<file path="src/rtl/kernel_jacobi_2d_mul_pipe.sv">
// Pipelined signed/unsigned integer multiplier for HLS datapath kernels.
// A valid bit and the per-sample mode travel with each product through a NUM_STAGE-deep chain.
module kernel_jacobi_2d_mul_pipe #(
  parameter int ID         = 1,
  parameter int NUM_STAGE  = 3,
  parameter int din0_WIDTH = 10,
  parameter int din1_WIDTH = 11,
  parameter int dout_WIDTH = 21
) (
  input  logic                  ap_clk,
  input  logic                  ap_rst_n,
  input  logic                  ce,
  input  logic                  in_valid,
  input  logic                  is_signed,
  input  logic [din0_WIDTH-1:0] din0,
  input  logic [din1_WIDTH-1:0] din1,
  output logic [dout_WIDTH-1:0] dout,
  output logic                  out_valid
);

  localparam int W = din0_WIDTH + din1_WIDTH;
  localparam int unused_id = ID;

  // Stage 1: operand capture.
  logic [din0_WIDTH-1:0] a_q;
  logic [din1_WIDTH-1:0] b_q;
  logic                  sgn_q;
  logic                  vld_q;

  // NOTE: data registers are reset too, so dout reads 0 after reset and bubbles stay deterministic.
  always_ff @(posedge ap_clk or negedge ap_rst_n) begin
    if (!ap_rst_n) begin
      a_q   <= '0;
      b_q   <= '0;
      sgn_q <= 1'b0;
      vld_q <= 1'b0;
    end else if (ce) begin
      // NOTE: non-blocking assignments keep every stage reading the pre-edge value of its neighbour.
      a_q   <= din0;
      b_q   <= din1;
      sgn_q <= is_signed;
      vld_q <= in_valid;
    end
  end

  // Extending both operands to W bits makes the low W bits of one unsigned multiply exact in either mode.
  logic [W-1:0] a_ext;
  logic [W-1:0] b_ext;
  logic [W-1:0] prod;

  always_comb begin
    a_ext = {{din1_WIDTH{sgn_q & a_q[din0_WIDTH-1]}}, a_q};
    b_ext = {{din0_WIDTH{sgn_q & b_q[din1_WIDTH-1]}}, b_q};
    prod  = a_ext * b_ext;
  end

  logic [W-1:0] p_last;
  logic         v_last;
  logic         m_last;

  generate
    if (NUM_STAGE == 1) begin : g_comb
      assign p_last = prod;
      assign v_last = vld_q;
      assign m_last = sgn_q;
    end else begin : g_chain
      localparam int D = NUM_STAGE - 1;

      logic [W-1:0] p_q [D];
      logic [D-1:0] v_q;
      logic [D-1:0] m_q;

      always_ff @(posedge ap_clk or negedge ap_rst_n) begin
        if (!ap_rst_n) begin
          for (int i = 0; i < D; i++) begin
            p_q[i] <= '0;
          end
          v_q <= '0;
          m_q <= '0;
        end else if (ce) begin
          p_q[0] <= prod;
          v_q[0] <= vld_q;
          m_q[0] <= sgn_q;
          for (int i = 1; i < D; i++) begin
            p_q[i] <= p_q[i-1];
            v_q[i] <= v_q[i-1];
            m_q[i] <= m_q[i-1];
          end
        end
      end

      assign p_last = p_q[D-1];
      assign v_last = v_q[D-1];
      assign m_last = m_q[D-1];
    end
  endgenerate

  // Width adaptation uses the mode that travelled with this particular sample.
  generate
    if (dout_WIDTH < W) begin : g_trunc
      logic unused_bits;
      assign dout        = p_last[dout_WIDTH-1:0];
      assign unused_bits = ^{p_last[W-1:dout_WIDTH], m_last};
    end else if (dout_WIDTH > W) begin : g_extend
      assign dout = {{(dout_WIDTH-W){m_last & p_last[W-1]}}, p_last};
    end else begin : g_pass
      logic unused_mode;
      assign dout        = p_last;
      assign unused_mode = m_last;
    end
  endgenerate

  assign out_valid = v_last;

endmodule

</file>
<file path="config.mk">
export PLATFORM = sky130hd
export DESIGN_NAME = kernel_jacobi_2d_mul_pipe
export DESIGN_NICKNAME = d
export VERILOG_FILES = /design/src/rtl/kernel_jacobi_2d_mul_pipe.sv
export SDC_FILE = /design/constraint.sdc
export NUM_CORES = 1
export LEC_CHECK = 0
export CAP_MARGIN = 20
export CORE_ASPECT_RATIO = 1.1
export CORE_MARGIN = 3
export CORE_UTILIZATION = 60
export DETAILED_ROUTE_END_ITERATION = 8
export GPL_TIMING_DRIVEN = 0
export PLACE_DENSITY = 0.92
export SKIP_CTS_REPAIR_TIMING = 1
export SYNTH_ARGS = -nofsm -noshare
export SYNTH_HDL_FRONTEND = slang
export SYNTH_SLANG_ARGS = --single-unit
</file>
<file path="constraint.sdc">
create_clock -name ap_clk -period 7.2 [get_ports ap_clk]
set_input_delay 0.72 -clock ap_clk [delete_from_list [all_inputs] [get_ports ap_clk]]
set_output_delay 0.72 -clock ap_clk [all_outputs]
set_load 0.03 [all_outputs]
</file>
==> results.toml, run 1 <==
[outcome]
status = "completed"

[run]
maxCapViolations = 0

[clock_tree]
cts_buffer_depth = 2
cts_buffers = 9
cts-root-buf = "clkbuf_16"
clk_pin_slew_worst_paths_ns = 0.07
cts_sinks = 67
clk_latency_ns = 0.35
h-tree-depth = 3
cts_tree = "yes"

[synth]
syn_area_um2 = 7535
post_synth.cell_area_avg_um2 = 10.10
synth_nets = 934
netlist_instances = 746
ys_warn_count = 0
yosysMostFrequentCell = "inv_1"
ys_seq_area_share_pct = 22.25
yosys-top-cells-area = "fa_1 (31%), dfrtp_1 (22%), ha_1 (7.6%), inv_1 (7.3%), mux2_2 (5.4%)"
yosys-top-cells-count = "inv_1 (147), fa_1 (116), nand2_1 (73), dfrtp_1 (67), and2_1 (55)"
ys_types = 52
ys_ff_latch = 67
async_reset_ff_share_pct = 100.0
yosys.area.top_type = "fa_1"
synth_edf_count = 0
synth_top_area_share_pct = 30.82
synth_ff_type = "dfrtp_1"

[timing]
setup_violations = 0
fin_crit_sh_pct = 82.71
slew_headroom_pct = 41.34
skew_ns = 0.009076
max_freq_mhz = 167.9
finalSetupTns_ns = 0
whs_ns = 0.4801
hold_violations = 0
rsz0062_at_grt = "no"
final_max_slew_viol_count = 0
worstMarginPinSlew_ns = 0.8800
period_minus_slack_ns = 5.955

[critical_path]
crit_slowest_cell = "fa_1"
startpoint_type = "flop"
regToRegStartpoint = "b_q[10]"
worstPathCellList = "clkbuf_1, clkbuf_1, nand3_1, fa_1, inv_1, fa_1, fa_1, fa_1, inv_1, fa_1, inv_1, ha_1, a21oi_1, inv_1, a21oi_1, o21ai_1, xor2_1, mux2_2"
arrival_ns = 6.19
r2r_end = "g_chain.p_q[39]"
endpoint_kind = "flop"
cp_data_required_time_ns = 7.43
ff2ff_path_depth = 18
critPathMaxStageDelay_ns = 0.75
cp_common_cell = "fa_1"
r2r_setup_slack_ns = 1.24
worstSetupPathType = "reg -> reg"
crit_fanout = 10

[placed_design]
place_inst = 946
portBuffers = 46
dp_hpwl_um = 12420
place.gp.congestion = 0.9087

[finish]
n_fill_cell = 817
drive_above_1_share_pct = 11.01
multi_input_comb_area_um2 = 4979
seq_area_um2 = 1677
fin_nets = 991
area_growth_pct = 12.72
stdcell_count = 962
post-route-util_pct = 69.97
antenna_cells = 0

[floorplan]
boundaryPins = 48
coreArea_um2 = 12140
dieWidth_um = 112.8
start_util_pct = 62.07
die_h_um = 123.5
num_rows = 42
die_area_um2 = 13940

[routing]
ant_nets = 0
drt_pass1_iterations = 5
route.detailed.drc = 0
vias_per_cell = 5.634
vias = 5420
wl_um = 16310
drtIter0Drc = 335
wl_per_cell_um = 16.95

[grt]
track_usage_pct = 25.92
overflow = 0
grt_max_degree = 68
grt_antenna_before_repair = 0
grt_pass1_wl_um = 28080
grt_pass1_vias = 5986

[hold_path]
hold_class = "in -> async"
worst max-delay path: cells and delay by family (launching register included):
| family | cells | cell delay (ns) |
|---|---|---|
| buffers and inverters | 6 | 1.08 |
| and+or+nand+nor | 1 | 0.27 |
| muxes | 1 | 0.26 |
| DFF | 1 | 0.37 |
| xor gates and xnor gates | 1 | 0.15 |
| AOI/OAI and AO/OA | 3 | 0.60 |
| adders and majority gates | 6 | 3.11 |
how the worst max path moves through the flow:
stage	start	endpoint	slack [ns]	depth (start not counted)
3_5_place_dp	b_q[10]	g_chain.p_q[39]	1.38	18
3_3_place_gp	b_q[10]	g_chain.p_q[39]	1.48	18
4_1_cts	b_q[10]	g_chain.p_q[39]	1.34	18
6_report	b_q[10]	g_chain.p_q[39]	1.24	18
5_1_grt	b_q[10]	g_chain.p_q[39]	0.91	18
2_1_floorplan	b_q[10]	g_chain.p_q[39]	2.00	18
flip-flops by register name, summed over array words and instances (netlist names):
register     cells
dout            21
vld_q            1
g_chain.v_q      2
g_chain.p_q     21
a_q             10
b_q             11
sgn_q            1
layout make-up:
| class | instances | share of cell area (%) |
|---|---|---|
| multi-input cells | 472 | 58.62 |
| flip-flops and latches | 67 | 19.74 |
| inverters | 151 | 6.674 |
| repair buffers | 46 | 5.392 |
| plain buffers | 56 | 3.683 |
| clock buffers | 9 | 2.652 |
| well taps | 154 | 2.269 |
| clock inverters | 7 | 0.9723 |
kinds of logic (layout without fill, tap and decap cells):
group	count (synthesis)	in the layout	share of synthesized area [%]
and+or+nand+nor	177	177	11.62
xor gates and xnor gates	18	18	2.092
buffers and inverters	207	269	11.67
DFF	67	67	22.25
adders and majority gates	162	162	38.46
muxes	57	57	8.552
AOI/OAI and AO/OA	58	58	5.347
layer usage:
layer | vias up | global-route usage, % | wire, µm
met3 | 71 | 5.335 | 968
met5 | - | 0 | 0
met4 | 0 | 13.75 | 901
li1 | 2386 | - | -
met1 | 2725 | 29.38 | 5957
met2 | 238 | 46.19 | 8480
metrics by stage:
stage                     instance area, µm²  setup WS (ns)
final                                   8493          1.245
after CTS                               8493          1.344
after detailed placement                8185          1.377
after floorplan                         7535          1.999
after global placement                  8188          1.482
after global routing                    8493         0.9143
placed cells by master (no fill, tap or decap), types with 13 or more instances in the layout:
| cell | count |
|---|---|
| and2_1 | 55 |
| mux2_2 | 36 |
| buf_4 | 23 |
| inv_1 | 147 |
| fa_1 | 116 |
| clkdlybuf4s50_1 | 45 |
| clkbuf_1 | 31 |
| a21oi_1 | 13 |
| ha_1 | 46 |
| nor2_1 | 18 |
| xnor2_1 | 13 |
| mux2_1 | 19 |
| nand2_1 | 73 |
| dfrtp_1 | 67 |
Power of run 1 is left out: the tool's default activity adds up to more than one toggle a clock period on the data nets, which glitch-free logic cannot reach.
==> run 2, diff against run 1 <==
==> constraint.sdc (replaced) <==
create_clock -name ap_clk -period 5.7 [get_ports ap_clk]
set_input_delay 0.57 -clock ap_clk [delete_from_list [all_inputs] [get_ports ap_clk]]
set_output_delay 0.57 -clock ap_clk [all_outputs]
set_load 0.03 [all_outputs]
==> run 2 against run 1 <==
Final cell count down 0.10%. Fmax grew 8.5%. Global-route usage stayed put. Die area did not move. Largest cell class unchanged.
==> results.toml, run 2 (synthesis gave the netlist of run 1 again) <==
[grt]
grt_max_degree = 68
grt_antenna_before_repair = 0
grt_pass1_vias = 5986
overflow = 0
grt_pass1_wl_um = 28080
track_usage_pct = 25.92

[floorplan]
num_rows = 42
dieWidth_um = 112.8
start_util_pct = 62.07
coreArea_um2 = 12140
boundaryPins = 48
die_h_um = 123.5
die_area_um2 = 13940

[routing]
wl_per_cell_um = 16.98
ant_nets = 0
vias_per_cell = 5.622
vias = 5403
route.detailed.drc = 0
drtIter0Drc = 327
drt_pass1_iterations = 5
wl_um = 16320

[run]
maxCapViolations = 0

[clock_tree]
cts_sinks = 67
cts-root-buf = "clkbuf_16"
clk_pin_slew_worst_paths_ns = 0.06
clk_latency_ns = 0.34
cts_buffers = 9
h-tree-depth = 3
cts_buffer_depth = 2
cts_tree = "yes"

[placed_design]
portBuffers = 46
place.gp.congestion = 0.9087
dp_hpwl_um = 12420
place_inst = 946

[timing]
final_max_slew_viol_count = 0
slew_headroom_pct = 42.03
fin_crit_sh_pct = 96.30
worstMarginPinSlew_ns = 0.8695
whs_ns = 0.3340
max_freq_mhz = 182.2
rsz0062_at_grt = "no"
setup_violations = 0
period_minus_slack_ns = 5.489
hold_violations = 0
skew_ns = 0.008900

[critical_path]
worstSetupPathType = "reg -> reg"
cp_common_cell = "fa_1"
crit_fanout = 10
crit_slowest_cell = "fa_1"
cp_data_required_time_ns = 5.93
arrival_ns = 5.72
critPathMaxStageDelay_ns = 0.56
worstPathCellList = "clkbuf_1, nand2_1, fa_1, inv_1, fa_1, fa_1, fa_1, inv_1, fa_1, inv_1, ha_1, a211oi_2, nand2_1, a2111oi_4, o31ai_1, xor2_1, mux2_4"
endpoint_kind = "flop"
startpoint_type = "flop"

[finish]
drive_above_1_share_pct = 12.52
area_growth_pct = 13.07
antenna_cells = 0
fin_nets = 990
final_common_cell = "inv_1"
layout_common_cells = "inv_1 (147), fa_1 (115), nand2_1 (73)"
stdcell_count = 961

[hold_path]
hold_class = "in -> async"

[outcome]
status = "completed"
[run 2: cell count changes in the layout (fill, tap and decap cells not counted), sizes merged]
cell | previous run | this run
clkbuf | 40 | 39
[run 2: through the flow]
step	instance area, µm²	util (%)	setup slack, ns	setup TNS [ns]
global placement	8188	67.45	-0.01840	-0.01840
finish	8519	70.18	0.2109	0
global route	8519	70.18	0.01306	0
detailed placement	8185	67.43	-0.1234	-0.1639
CTS	8493	69.97	-0.1558	-0.2145
floorplan	7535	-	0.4988	0
[run 2: routing by layer]
layer	share of wire [%]	vias up	wire length (µm)	GRT usage [%]
met2	53	225	8667	46.19
met4	5.0	0	816	13.75
met5	0	-	0	0
li1	-	2384	-	-
met1	37	2729	6009	29.38
met3	5.1	65	828	5.335
[run 2: final cells by class]
| cell class | instances | area (µm²) |
|---|---|---|
| Multi-Input combinational cell | 472 | 4999 |
| Fill cell | 809 | 3620 |
| Sequential cell | 67 | 1678 |
| Inverter | 151 | 566.8 |
| Timing Repair Buffer | 46 | 457.9 |
| Buffer | 55 | 317.8 |
| Clock buffer | 9 | 225.2 |
| Tap cell | 154 | 192.7 |
| Clock inverter | 7 | 82.58 |
[run 2: worst paths after layout]
kind,slack (ns),to,startpoint,cells past startpoint
worst max-delay path,0.21,g_chain.p_q[38],a_q[4],17
worst min-delay path,0.33,a_q[4],ap_rst_n,1
worst max register to register,0.21,g_chain.p_q[38],a_q[4],17
worst min register to register,0.49,g_chain.p_q[33],g_chain.p_q[33],2
max in group asynchronous,4.74,b_q[10],ap_rst_n,1
min in group ap_clk,0.49,g_chain.p_q[33],g_chain.p_q[33],2
[run 2: critical path: cells and delay by family (launching register included)]
family	cells	cell delay, ns
buf+inv	4	0.64
compound gates	3	0.81
flops	1	0.41
simple gates	2	0.30
fa+ha+maj	6	2.79
xor+xnor	1	0.16
mux	1	0.26
Power of run 2 is left out for the same reason.
